$ cat src/rtl/phase_sequencer_pkg.sv
// Shared definitions for the instruction phase sequencer: state encoding,
// default parameters and a small state classification helper.
package kgp_seq_pkg;

    typedef enum logic [2:0] {
        ST_IDLE      = 3'd0,
        ST_FETCH     = 3'd1,
        ST_DECODE    = 3'd2,
        ST_MEM       = 3'd3,
        ST_COMMIT    = 3'd4,
        ST_STEP_WAIT = 3'd5,
        ST_HALTED    = 3'd6,
        ST_FAULT     = 3'd7
    } seq_state_t;

    localparam int MEM_TIMEOUT_DEF = 16;
    localparam int CNT_W_DEF       = 32;

    // States in which an instruction is actually in flight.
    function automatic logic is_active(input seq_state_t s);
        return s inside {ST_FETCH, ST_DECODE, ST_MEM, ST_COMMIT};
    endfunction

endpackage

$ cat src/rtl/phase_sequencer_if.sv
// Control/status bundle between the processor environment and the sequencer.
interface phase_sequencer_if #(
    parameter int CNT_W = kgp_seq_pkg::CNT_W_DEF
);
    logic             run;
    logic             step_mode;
    logic             step_req;
    logic             is_mem_op;
    logic             halt_instr;
    logic             mem_ack;
    logic             fetch_en;
    logic             reg_en;
    logic             pc_en;
    logic             mem_req;
    logic             halted;
    logic             fault;
    logic [2:0]       state_o;
    logic [CNT_W-1:0] cycle_cnt;
    logic [CNT_W-1:0] retired_cnt;

    modport master (
        output run, step_mode, step_req, is_mem_op, halt_instr, mem_ack,
        input  fetch_en, reg_en, pc_en, mem_req, halted, fault,
        input  state_o, cycle_cnt, retired_cnt
    );

    modport slave (
        input  run, step_mode, step_req, is_mem_op, halt_instr, mem_ack,
        output fetch_en, reg_en, pc_en, mem_req, halted, fault,
        output state_o, cycle_cnt, retired_cnt
    );

endinterface

$ cat src/rtl/phase_sequencer_perf_counter.sv
// Enable-gated performance counter; i_sat selects saturation at all-ones
// instead of modulo wrap.
module perf_counter #(
    parameter int CNT_W = 32
) (
    input  logic             i_clk,
    input  logic             i_rst,
    input  logic             i_en,
    input  logic             i_sat,
    output logic [CNT_W-1:0] o_cnt
);

    logic [CNT_W-1:0] r_cnt;
    logic             w_full;

    assign w_full = &r_cnt;

    always_ff @(posedge i_clk) begin
        if (i_rst) begin
            r_cnt <= '0;
        end else if (i_en && !(i_sat && w_full)) begin
            r_cnt <= r_cnt + CNT_W'(1);
        end
    end

    assign o_cnt = r_cnt;

endmodule

$ cat src/rtl/phase_sequencer.sv
// Instruction phase sequencer: replaces the free-running 3-phase clock with
// per-instruction fetch/register/PC enables plus a memory wait state.
module phase_sequencer
    import kgp_seq_pkg::*;
#(
    parameter int MEM_TIMEOUT = MEM_TIMEOUT_DEF,
    parameter int CNT_W       = CNT_W_DEF
) (
    input  logic             i_clk,
    input  logic             i_rst,
    phase_sequencer_if.slave bus
);

    localparam int                WAIT_W    = $clog2(MEM_TIMEOUT + 1);
    localparam logic [WAIT_W-1:0] WAIT_LAST = WAIT_W'(MEM_TIMEOUT - 1);

    seq_state_t       r_state;
    seq_state_t       w_state_nxt;
    logic [WAIT_W-1:0] r_wait;

    logic w_fetch_en;
    logic w_reg_en;
    logic w_pc_en;
    logic w_mem_req;
    logic w_halted;
    logic w_fault;
    logic w_cyc_en;

    logic [CNT_W-1:0] w_cycle_cnt;
    logic [CNT_W-1:0] w_retired_cnt;

    always_ff @(posedge i_clk) begin
        if (i_rst) begin
            r_state <= ST_IDLE;
        end else begin
            r_state <= w_state_nxt;
        end
    end

    // Counts completed MEM cycles; zero whenever outside MEM so it is clear on entry.
    always_ff @(posedge i_clk) begin
        if (i_rst || r_state != ST_MEM) begin
            r_wait <= '0;
        end else begin
            r_wait <= r_wait + WAIT_W'(1);
        end
    end

    always_comb begin
        w_state_nxt = r_state;
        w_fetch_en  = 1'b0;
        w_reg_en    = 1'b0;
        w_pc_en     = 1'b0;
        w_mem_req   = 1'b0;
        w_halted    = 1'b0;
        w_fault     = 1'b0;

        case (r_state)
            ST_IDLE: begin
                if (bus.run) begin
                    w_state_nxt = ST_FETCH;
                end
            end
            ST_FETCH: begin
                w_fetch_en  = 1'b1;
                w_state_nxt = ST_DECODE;
            end
            ST_DECODE: begin
                w_reg_en = 1'b1;
                if (bus.halt_instr) begin
                    w_state_nxt = ST_HALTED;
                end else if (bus.is_mem_op) begin
                    w_state_nxt = ST_MEM;
                end else begin
                    w_state_nxt = ST_COMMIT;
                end
            end
            ST_MEM: begin
                // An ack in the final allowed cycle still completes the access.
                w_mem_req = 1'b1;
                if (bus.mem_ack) begin
                    w_state_nxt = ST_COMMIT;
                end else if (r_wait == WAIT_LAST) begin
                    w_state_nxt = ST_FAULT;
                end
            end
            ST_COMMIT: begin
                w_pc_en = 1'b1;
                if (!bus.run) begin
                    w_state_nxt = ST_IDLE;
                end else if (bus.step_mode) begin
                    w_state_nxt = ST_STEP_WAIT;
                end else begin
                    w_state_nxt = ST_FETCH;
                end
            end
            ST_STEP_WAIT: begin
                if (!bus.run) begin
                    w_state_nxt = ST_IDLE;
                end else if (bus.step_req) begin
                    w_state_nxt = ST_FETCH;
                end
            end
            ST_HALTED: begin
                w_halted = 1'b1;
            end
            ST_FAULT: begin
                w_fault = 1'b1;
            end
            default: begin
                w_state_nxt = ST_IDLE;
            end
        endcase
    end

    assign w_cyc_en = is_active(r_state);

    perf_counter #(.CNT_W(CNT_W)) u_cycle_cnt (
        .i_clk (i_clk),
        .i_rst (i_rst),
        .i_en  (w_cyc_en),
        .i_sat (1'b1),
        .o_cnt (w_cycle_cnt)
    );

    perf_counter #(.CNT_W(CNT_W)) u_retired_cnt (
        .i_clk (i_clk),
        .i_rst (i_rst),
        .i_en  (w_pc_en),
        .i_sat (1'b0),
        .o_cnt (w_retired_cnt)
    );

    assign bus.fetch_en    = w_fetch_en;
    assign bus.reg_en      = w_reg_en;
    assign bus.pc_en       = w_pc_en;
    assign bus.mem_req     = w_mem_req;
    assign bus.halted      = w_halted;
    assign bus.fault       = w_fault;
    assign bus.state_o     = r_state;
    assign bus.cycle_cnt   = w_cycle_cnt;
    assign bus.retired_cnt = w_retired_cnt;

endmodule
$ cat src/flat_wrapper.sv
// flat-port wrapper written by rule: the top's interface ports become plain ports
module phase_sequencer_flat import kgp_seq_pkg::*;
#(
    parameter int MEM_TIMEOUT = MEM_TIMEOUT_DEF,
    parameter int CNT_W       = CNT_W_DEF
)
  (i_clk, i_rst, bus_run, bus_step_mode, bus_step_req, bus_is_mem_op, bus_halt_instr, bus_mem_ack, bus_fetch_en, bus_reg_en, bus_pc_en, bus_mem_req, bus_halted, bus_fault, bus_state_o, bus_cycle_cnt, bus_retired_cnt);
  phase_sequencer_if #(.CNT_W(CNT_W)) bus_i ();
  input  logic i_clk;
  input  logic i_rst;
  input wire logic [$bits(bus_i.run)-1:0] bus_run;
  input wire logic [$bits(bus_i.step_mode)-1:0] bus_step_mode;
  input wire logic [$bits(bus_i.step_req)-1:0] bus_step_req;
  input wire logic [$bits(bus_i.is_mem_op)-1:0] bus_is_mem_op;
  input wire logic [$bits(bus_i.halt_instr)-1:0] bus_halt_instr;
  input wire logic [$bits(bus_i.mem_ack)-1:0] bus_mem_ack;
  output wire logic [$bits(bus_i.fetch_en)-1:0] bus_fetch_en;
  output wire logic [$bits(bus_i.reg_en)-1:0] bus_reg_en;
  output wire logic [$bits(bus_i.pc_en)-1:0] bus_pc_en;
  output wire logic [$bits(bus_i.mem_req)-1:0] bus_mem_req;
  output wire logic [$bits(bus_i.halted)-1:0] bus_halted;
  output wire logic [$bits(bus_i.fault)-1:0] bus_fault;
  output wire logic [$bits(bus_i.state_o)-1:0] bus_state_o;
  output wire logic [$bits(bus_i.cycle_cnt)-1:0] bus_cycle_cnt;
  output wire logic [$bits(bus_i.retired_cnt)-1:0] bus_retired_cnt;
  assign bus_i.run = bus_run;
  assign bus_i.step_mode = bus_step_mode;
  assign bus_i.step_req = bus_step_req;
  assign bus_i.is_mem_op = bus_is_mem_op;
  assign bus_i.halt_instr = bus_halt_instr;
  assign bus_i.mem_ack = bus_mem_ack;
  assign bus_fetch_en = bus_i.fetch_en;
  assign bus_reg_en = bus_i.reg_en;
  assign bus_pc_en = bus_i.pc_en;
  assign bus_mem_req = bus_i.mem_req;
  assign bus_halted = bus_i.halted;
  assign bus_fault = bus_i.fault;
  assign bus_state_o = bus_i.state_o;
  assign bus_cycle_cnt = bus_i.cycle_cnt;
  assign bus_retired_cnt = bus_i.retired_cnt;
  phase_sequencer #(.MEM_TIMEOUT(MEM_TIMEOUT), .CNT_W(CNT_W)) u_core (.i_clk(i_clk), .i_rst(i_rst), .bus(bus_i));
endmodule
$ cat config.mk
export PLATFORM = sky130hd
export DESIGN_NAME = phase_sequencer_flat
export DESIGN_NICKNAME = d
export VERILOG_FILES = /design/src/rtl/phase_sequencer_pkg.sv /design/src/rtl/phase_sequencer_if.sv /design/src/rtl/phase_sequencer_perf_counter.sv /design/src/rtl/phase_sequencer.sv /design/src/flat_wrapper.sv
export SDC_FILE = /design/constraint.sdc
export NUM_CORES = 1
export LEC_CHECK = 0
export CORE_UTILIZATION = 50
export DETAILED_ROUTE_END_ITERATION = 6
export GPL_ROUTABILITY_DRIVEN = 0
export PLACE_DENSITY = 0.8
export SLEW_MARGIN = 20
export SYNTH_ARGS = -nofsm -noshare
export SYNTH_HDL_FRONTEND = slang
export SYNTH_SLANG_ARGS = --single-unit
$ cat constraint.sdc
create_clock -name i_clk -period 2.85 [get_ports i_clk]
set_input_delay 0.57 -clock i_clk [delete_from_list [all_inputs] [get_ports i_clk]]
set_output_delay 0.57 -clock i_clk [all_outputs]
set_load 0.1 [all_outputs]
==> flow_metrics.env, run 1 <==
export IMPL_ys_ff_latch=72
export IMPL_netlist_cell_type_count=46
export IMPL_slew_headroom_pct=53.1
export IMPL_num_io_pins=81
export IMPL_ys_seq_area_share_pct=40.7
export IMPL_nets=517
export IMPL_fin_crit_sh_pct=80.3
export IMPL_crit_arrival_ns=2.58
export IMPL_start_util_pct=51.9
export IMPL_rsz0062_at_grt="no"
export IMPL_drt_iter0_drc=138
export IMPL_ant_nets=0
export IMPL_fin_cells=605
export IMPL_drc=0
export IMPL_hold_depth=1
export IMPL_setup_viol=0
export IMPL_vias=3388
export IMPL_avgRoutedWirePerCell_um=13.6
export IMPL_r2r_start="u_core.u_cycle_cnt.o_cnt[20]$_SDFFE_PP0P_"
export IMPL_finalWirelength_mm=8.21
export IMPL_tns_ns=0
export IMPL_final_util_pct=65.7
export IMPL_first_global_vias=3090
export IMPL_hp_start="u_core.r_wait[0]$_SDFF_PP0_"
export IMPL_hp_class="flop to flop"
export IMPL_postPlaceCellArea_um2=4290
export IMPL_p_leak_nw=1.61
export IMPL_hpwlAfterDp_mm=5.84
export IMPL_fin_crit_ns=2.29
export IMPL_reg2reg_to="u_core.u_cycle_cnt.o_cnt[29]$_SDFFE_PP0P_"
export IMPL_crit_chain="nand4_1 > or4_4 > or3b_1 > or4_1 > a21oi_1"
export IMPL_cts_root_buffer="clkbuf_8"
export IMPL_vias_per_cell=5.60
export IMPL_grt_pass1_wl_mm=13.8
export IMPL_slowest_stage="or4_4"
export IMPL_worstMarginPinSlew_ns=0.703
export IMPL_yosys_area_top_type_share_pct=40.7
export IMPL_cts_buffers=9
export IMPL_antenna_found_initial=0
export IMPL_diodes=0
export IMPL_hold_buffers=0
export IMPL_dieArea_um2=7430
export IMPL_io_buffers=80
export IMPL_die_h_um=86.2
export IMPL_cts_setup_buffers=0
export IMPL_clk_pin_slew_ns=0.08
export IMPL_final_common_cell="buf_4"
export IMPL_critical_path_class="flop to flop"
export IMPL_grt_start_max_net_pins=39
export IMPL_clk_path_buf_depth=2
export IMPL_yosys_area_top_type="dfxtp_1"
export IMPL_grt_use_total_pct=23.3
export IMPL_synth_edf_count=0
export IMPL_rows=30
export IMPL_rr_worst_depth=5
export IMPL_ys_warn_count=0
export IMPL_dr_pass1_iters=4
export IMPL_peakVddDrop_v=0.000417
export IMPL_synth_cells=426
export IMPL_cellPowerDensity_nw_per_um2=527
export IMPL_synth_area_top_cells="dfxtp_1 41%, xnor2_1 6.4%, nor2_1 5.3%"
export IMPL_finalPower_mw=2.37
export IMPL_fmax_mhz=437
export IMPL_status="complete, no violations"
export IMPL_cts_tree="done"
export IMPL_mostFrequentLayoutCells="83 x buf_4, 65 x dfxtp_1, 48 x nor2_1"
export IMPL_syn_to_final_growth_pct=26.5
export IMPL_fin_skew_ns=0.00749
export IMPL_placeableCoreArea_um2=6830
export IMPL_maxCapViolations=0
export IMPL_drive_gt1_share_pct=24.6
export IMPL_syn_area_um2=3540
export IMPL_slowest_delay_ns=0.58
export IMPL_dpl_cell_count=589
export IMPL_setup_ws_ns=0.560
export IMPL_async_reset_ff_share_pct=0
export IMPL_stdcell_area_um2=4490
export IMPL_synth_avg_cell_area_um2=8.32
export IMPL_crit_fanout=8
export IMPL_min_to="u_core.r_wait[0]$_SDFF_PP0_"
export IMPL_cts_resized=0
export IMPL_cts_htree_levels=3
export IMPL_critPathLaunchType="flop"
export IMPL_syn_nets=439
export IMPL_crit_required_ns=3.14
export IMPL_place_ws_ns=0.588
export IMPL_clock_sinks=72
export IMPL_critPathCaptureType="flop"
export IMPL_clock_latency_ns=0.36
export IMPL_final_hold_viol_count=0
export IMPL_whs_ns=0.456
export IMPL_maxSlewViolCount=0
export IMPL_grt_overflow=0
export IMPL_ff2ff_setup_slack_ns=0.56
export IMPL_die_x_um=86.2
export IMPL_ys_flop_type="dfxtp_1"
## Yosys cell counts (all sizes together), types with 2 or more instances
library cell	count
nand2	19
nor4	13
dfxtp	72
inv	17
o21ai	18
nor3b	3
mux2	4
buf	9
or2	2
mux2i	3
nor2b	4
nor2	50
nand2b	2
or3	16
a211oi	2
xor2	5
and4	6
o31ai	17
or4	17
nand4	15
and3	9
nor3	12
a21oi	33
xnor2	26
nand3	23
ha	5
clkbuf	14
## per-layer routing
metal	GRT usage [%]	part of all wire, %	vias up
li1	-	-	1708
met1	28.3	45	1573
met2	39.0	48	92
met3	6.19	5.2	15
met4	10.5	1.9	0
met5	0	0	-
## state kept, by name (all words and copies together), names as in the netlist
register,cells
u_core.u_retired_cnt.o_cnt,32
u_core.u_cycle_cnt.o_cnt,32
u_core.bus.state_o,3
u_core.r_wait,5
## layout make-up
| type | instances | area, um^2 |
|---|---|---|
| tap | 96 | 120 |
| sequential | 72 | 1450 |
| timing repair buffer | 90 | 688 |
| clock inverter | 6 | 58.8 |
| fill | 603 | 2350 |
| inverter | 17 | 63.8 |
| clock buffer | 10 | 138 |
| multi-input combinational | 314 | 1960 |
## where the power goes
group          switching, mW  total [mW]  internal, mW  leakage, nW
clock                  0.394       0.817         0.423        0.106
sequential            0.0467        1.08          1.03        0.584
combinational          0.352       0.473         0.121        0.921
total                  0.792        2.37          1.57         1.61
## how the worst max path moves through the flow
stage,startpoint,end,slack (ns)
2_1_floorplan,u_core.u_cycle_cnt.o_cnt[4]$_SDFFE_PP0P_,u_core.u_cycle_cnt.o_cnt[1]$_SDFFE_PP0P_,0.002
3_3_place_gp,u_core.bus.state_o[1]$_SDFFE_PP0P_,u_core.u_cycle_cnt.o_cnt[18]$_SDFFE_PP0P_,0.64
3_5_place_dp,u_core.u_cycle_cnt.o_cnt[21]$_SDFFE_PP0P_,u_core.u_cycle_cnt.o_cnt[29]$_SDFFE_PP0P_,0.59
4_1_cts,u_core.u_cycle_cnt.o_cnt[21]$_SDFFE_PP0P_,u_core.u_cycle_cnt.o_cnt[29]$_SDFFE_PP0P_,0.56
5_1_grt,u_core.bus.state_o[1]$_SDFFE_PP0P_,u_core.u_cycle_cnt.o_cnt[7]$_SDFFE_PP0P_,0.40
6_report,u_core.u_cycle_cnt.o_cnt[20]$_SDFFE_PP0P_,u_core.u_cycle_cnt.o_cnt[29]$_SDFFE_PP0P_,0.56
## kinds of logic (layout without fill, tap and decap cells)
logic type / count (synthesis) / in the layout / synth area share, %
buffers and inverters: 40 / 123 / 4.84
flip-flops: 72 / 72 / 40.7
multiplexers: 7 / 7 / 2.12
adder cells (fa/ha/maj): 5 / 5 / 1.76
XOR/XNOR: 31 / 31 / 7.66
AND/OR/NAND/NOR: 195 / 195 / 30.3
AO/OA/AOI/OAI: 76 / 76 / 12.7
## worst max-delay path, delay by kind of cell, from the launching register on
| family | cells | cell delay, ns |
|---|---|---|
| AOI/OAI and AO/OA | 1 | 0.15 |
| DFF | 1 | 0.41 |
| and+or+nand+nor | 4 | 1.67 |
Power figures use the tool's default switching activity.
==> inputs of run 2 (changes only) <==
==> constraint.sdc (replaced) <==
create_clock -name i_clk -period 2.3 [get_ports i_clk]
set_input_delay 0.46 -clock i_clk [delete_from_list [all_inputs] [get_ports i_clk]]
set_output_delay 0.46 -clock i_clk [all_outputs]
set_load 0.1 [all_outputs]
==> flow_metrics.env, run 2 (synthesis gave the netlist of run 1 again) <==
export IMPL_status="complete, no violations"
export IMPL_rows=30
export IMPL_avgRoutedWirePerCell_um=14.6
export IMPL_finalWirelength_mm=8.90
export IMPL_cts_htree_levels=3
export IMPL_cts_tree="done"
export IMPL_syn_to_final_growth_pct=33.5
export IMPL_dr_pass1_iters=4
export IMPL_hp_class="flop to flop"
export IMPL_peakVddDrop_v=0.000361
export IMPL_num_io_pins=81
export IMPL_hold_depth=1
export IMPL_die_x_um=86.2
export IMPL_setup_ws_ns=0.133
export IMPL_die_h_um=86.2
export IMPL_crit_required_ns=2.58
export IMPL_maxSlewViolCount=0
export IMPL_stdcell_area_um2=4730
export IMPL_nets=522
export IMPL_maxCapViolations=0
export IMPL_grt_start_max_net_pins=38
export IMPL_final_hold_viol_count=0
export IMPL_grt_use_total_pct=25.1
export IMPL_antenna_found_initial=0
export IMPL_crit_arrival_ns=2.45
export IMPL_setup_viol=0
export IMPL_placeableCoreArea_um2=6830
export IMPL_ant_nets=0
export IMPL_postPlaceCellArea_um2=4520
export IMPL_grt_overflow=0
export IMPL_io_buffers=80
export IMPL_hpwlAfterDp_mm=6.31
export IMPL_clock_latency_ns=0.36
export IMPL_drt_iter0_drc=184
export IMPL_critPathCaptureType="flop"
export IMPL_start_util_pct=51.9
export IMPL_worstMarginPinSlew_ns=0.722
export IMPL_cts_resized=0
export IMPL_fin_crit_ns=2.17
export IMPL_grt_pass1_wl_mm=14.8
export IMPL_cellPowerDensity_nw_per_um2=643
export IMPL_slew_headroom_pct=51.9
export IMPL_finalPower_mw=3.04
export IMPL_cts_setup_buffers=0
export IMPL_cts_root_buffer="clkbuf_8"
export IMPL_drive_gt1_share_pct=33.5
export IMPL_vias_per_cell=5.74
export IMPL_p_leak_nw=1.68
export IMPL_fin_skew_ns=0.0126
export IMPL_clk_path_buf_depth=2
export IMPL_first_global_vias=3203
export IMPL_dieArea_um2=7430
export IMPL_critPathLaunchType="flop"
export IMPL_fmax_mhz=462
export IMPL_final_common_cell="buf_4"
export IMPL_hold_buffers=0
export IMPL_drc=0
export IMPL_fin_crit_sh_pct=94.2
export IMPL_rr_worst_depth=5
export IMPL_diodes=0
export IMPL_place_ws_ns=0.0999
export IMPL_crit_fanout=8
export IMPL_mostFrequentLayoutCells="83 x buf_4, 48 x nor2_1, 33 x a21oi_1"
export IMPL_cts_buffers=9
export IMPL_rsz0062_at_grt="no"
export IMPL_clock_sinks=72
export IMPL_critical_path_class="flop to flop"
export IMPL_clk_pin_slew_ns=0.08
export IMPL_vias=3503
run 2: changes by cell type in the layout (fill, tap and decap cells not counted), moves of 3 or more:
| cell | delta |
|---|---|
| dfxtp_1 | -40 |
| dfxtp_4 | +23 |
| dfxtp_2 | +17 |
| buf_12 | +5 |
| clkinv_2 | -3 |
run 2: worst max-delay path, stage by stage, from the launching register on:
cell	delay [ns]
dfxtp_4	0.37
nand4_1	0.14
or4_4	0.58
or3b_4	0.43
or4_1	0.41
a21oi_1	0.15
run 2: routing by layer:
metal  wire length (um)  vias to the layer above  track usage, %
met5                  0                        -               0
met4                144                        0            9.39
met3                481                       14            6.76
met2               4370                       88            42.1
met1               3910                     1676            30.9
li1                   -                     1725               -
run 2: final cells by class:
type / instances / area (um^2)
Tap cell: 96 / 120
Clock buffer: 12 / 155
Inverter: 17 / 63.8
Timing Repair Buffer: 95 / 788
Fill cell: 570 / 2100
Sequential cell: 72 / 1560
Clock inverter: 4 / 50.0
Multi-Input combinational cell: 314 / 1990
run 2: power breakdown:
part,switching (mW),internal (mW),leakage [nW]
clock,0.495,0.564,0.107
combinational,0.489,0.198,0.961
sequential,0.0357,1.26,0.611
run 2: path summary, 6_finish.rpt:
check	from	to	slack (ns)
worst max-delay path	u_core.u_cycle_cnt.o_cnt[20]$_SDFFE_PP0P_	u_core.u_cycle_cnt.o_cnt[29]$_SDFFE_PP0P_	0.13
worst min-delay path	u_core.r_wait[0]$_SDFF_PP0_	u_core.r_wait[0]$_SDFF_PP0_	0.45
worst max register to register	u_core.u_cycle_cnt.o_cnt[20]$_SDFFE_PP0P_	u_core.u_cycle_cnt.o_cnt[29]$_SDFFE_PP0P_	0.13
worst min register to register	u_core.r_wait[0]$_SDFF_PP0_	u_core.r_wait[0]$_SDFF_PP0_	0.45
run 2: per-stage QoR:
stage | TNS (ns) | hold slack [ns] | utilization (%) | instances
finish | 0 | 0.449 | 69.2 | 610
global route | 0 | 0.466 | 69.2 | 610
CTS | 0 | 0.455 | 69.2 | 610
detailed placement | 0 | 0.440 | 66.2 | 594
global placement | 0 | 0.431 | 66.2 | 594
floorplan | -4.40 | 0.418 | - | 426
==> inputs of run 3 (changes only) <==
--- a/config.mk
+++ b/config.mk
@@ -5,10 +5,10 @@
 export SDC_FILE = /design/constraint.sdc
 export NUM_CORES = 1
 export LEC_CHECK = 0
-export CORE_UTILIZATION = 50
+export CORE_UTILIZATION = 54
 export DETAILED_ROUTE_END_ITERATION = 6
 export GPL_ROUTABILITY_DRIVEN = 0
-export PLACE_DENSITY = 0.8
+export PLACE_DENSITY = 0.85
 export SLEW_MARGIN = 20
 export SYNTH_ARGS = -nofsm -noshare
 export SYNTH_HDL_FRONTEND = slang
==> constraint.sdc (replaced) <==
create_clock -name i_clk -period 2.53 [get_ports i_clk]
set_input_delay 0.506 -clock i_clk [delete_from_list [all_inputs] [get_ports i_clk]]
set_output_delay 0.506 -clock i_clk [all_outputs]
set_load 0.1 [all_outputs]
==> flow_metrics.env, run 3 (synthesis gave the netlist of run 1 again) <==
export IMPL_status="complete, no violations"
export IMPL_maxCapViolations=0
export IMPL_clk_path_buf_depth=2
export IMPL_fin_skew_ns=0.0113
export IMPL_first_global_vias=3127
export IMPL_hold_depth=1
export IMPL_fin_crit_sh_pct=88.9
export IMPL_start_util_pct=55.8
export IMPL_cts_setup_buffers=0
export IMPL_rr_worst_depth=5
export IMPL_grt_pass1_wl_mm=14.4
export IMPL_drt_iter0_drc=164
export IMPL_critPathLaunchType="flop"
export IMPL_num_io_pins=81
export IMPL_critPathCaptureType="flop"
export IMPL_die_x_um=83.0
export IMPL_peakVddDrop_v=0.000336
export IMPL_cts_htree_levels=3
export IMPL_clock_latency_ns=0.36
export IMPL_final_util_pct=71.3
export IMPL_setup_viol=0
export IMPL_mostFrequentLayoutCells="83 x buf_4, 48 x nor2_1, 39 x dfxtp_1"
export IMPL_regArea_um2=1490
export IMPL_fin_cells=588
export IMPL_maxSlewViolCount=0
export IMPL_cts_root_buffer="clkbuf_8"
export IMPL_placeableCoreArea_um2=6350
export IMPL_critical_path_class="flop to flop"
export IMPL_diodes=0
export IMPL_grt_use_total_pct=25.3
export IMPL_worstMarginPinSlew_ns=0.678
export IMPL_io_buffers=80
export IMPL_ff2ff_setup_slack_ns=0.28
export IMPL_cts_tree="done"
export IMPL_die_h_um=83.0
export IMPL_nets=519
export IMPL_ant_nets=0
export IMPL_rows=29
export IMPL_rsz0062_at_grt="no"
export IMPL_grt_start_max_net_pins=37
export IMPL_slew_headroom_pct=54.8
export IMPL_grt_overflow=0
export IMPL_r2r_start="u_core.u_cycle_cnt.o_cnt[22]$_SDFFE_PP0P_"
export IMPL_fill_cells=504
export IMPL_hold_buffers=0
export IMPL_dr_pass1_iters=5
export IMPL_fin_crit_ns=2.25
export IMPL_multiInputGateArea_um2=1980
export IMPL_clk_pin_slew_ns=0.07
export IMPL_cts_resized=0
export IMPL_clock_sinks=72
export IMPL_antenna_found_initial=0
export IMPL_reg2reg_to="u_core.u_cycle_cnt.o_cnt[27]$_SDFFE_PP0P_"
export IMPL_vias=3439
export IMPL_final_hold_viol_count=0
export IMPL_crit_fanout=8
export IMPL_min_to="u_core.r_wait[0]$_SDFF_PP0_"
export IMPL_hp_start="u_core.r_wait[0]$_SDFF_PP0_"
export IMPL_fmax_mhz=444
export IMPL_cts_buffers=9
export IMPL_vias_per_cell=5.85
export IMPL_hpwlAfterDp_mm=6.04
export IMPL_whs_ns=0.463
export IMPL_finalWirelength_mm=8.61
export IMPL_hp_class="flop to flop"
export IMPL_p_leak_nw=1.63
export IMPL_cellPowerDensity_nw_per_um2=577
export IMPL_drc=0
export IMPL_drive_gt1_share_pct=29.9
export IMPL_dpl_cell_count=572
export IMPL_dieArea_um2=6890
export IMPL_crit_arrival_ns=2.52
export IMPL_crit_required_ns=2.80
export IMPL_syn_to_final_growth_pct=27.8
export IMPL_avgRoutedWirePerCell_um=14.6
export IMPL_final_common_cell="buf_4"
-- run 3: cell count changes in the layout (fill, tap and decap cells not counted), moves of 3 or more --
| cell | change |
|---|---|
| dfxtp_4 | -21 |
| dfxtp_1 | +14 |
| dfxtp_2 | +7 |
| buf_12 | -3 |
-- run 3: layout make-up --
cell class / instances / area share (%)
tap: 77 / 2.13
inverter: 17 / 1.41
sequential: 72 / 32.9
multi-input combinational: 314 / 43.7
clock buffer: 11 / 3.12
timing repair buffer: 92 / 16.1
clock inverter: 5 / 0.718
-- run 3: routing by layer --
| layer | GRT usage, % | routed length, um |
|---|---|---|
| met1 | 30.7 | 3840 |
| met2 | 43.3 | 4190 |
| met3 | 4.77 | 403 |
| met4 | 11.6 | 175 |
| met5 | 0 | 0 |
-- run 3: worst max-delay path by stage --
stage,startpoint,endpoint
floorplan,u_core.bus.state_o[2]$_SDFFE_PP0P_,u_core.u_retired_cnt.o_cnt[31]$_SDFFE_PP0N_
global placement,u_core.u_cycle_cnt.o_cnt[21]$_SDFFE_PP0P_,u_core.u_cycle_cnt.o_cnt[25]$_SDFFE_PP0P_
detailed placement,u_core.u_cycle_cnt.o_cnt[20]$_SDFFE_PP0P_,u_core.u_cycle_cnt.o_cnt[27]$_SDFFE_PP0P_
CTS,u_core.u_cycle_cnt.o_cnt[21]$_SDFFE_PP0P_,u_core.u_cycle_cnt.o_cnt[27]$_SDFFE_PP0P_
global route,u_core.u_cycle_cnt.o_cnt[21]$_SDFFE_PP0P_,u_core.u_cycle_cnt.o_cnt[25]$_SDFFE_PP0P_
finish,u_core.u_cycle_cnt.o_cnt[22]$_SDFFE_PP0P_,u_core.u_cycle_cnt.o_cnt[27]$_SDFFE_PP0P_
-- run 3: power by group --
| part | switching [mW] | internal, mW | leakage, nW | total (mW) |
|---|---|---|---|---|
| Combinational | 0.407 | 0.158 | 0.938 | 0.565 |
| Clock | 0.445 | 0.382 | 0.0896 | 0.827 |
| Sequential | 0.0572 | 1.16 | 0.598 | 1.22 |
| Total | 0.909 | 1.70 | 1.63 | 2.61 |
-- run 3: stage by stage --
| step | TNS (ns) | worst slack, ns | cell area, um^2 | power, mW |
|---|---|---|---|---|
| floorplan | -1.36 | -0.194 | 3640 | 1.68 |
| global placement | 0 | 0.383 | 4360 | 1.80 |
| detailed placement | 0 | 0.305 | 4360 | 1.81 |
| CTS | 0 | 0.289 | 4530 | 2.61 |
| global route | 0 | 0.214 | 4530 | 2.70 |
| finish | 0 | 0.280 | 4530 | 2.61 |
-- run 3: worst max-delay path: stages, from the launching register on --
cell and delay [ns]:
dfxtp_2 0.37, nand4_1 0.14, or4_4 0.57, or3b_1 0.48, or4_1 0.43, a21oi_1 0.17
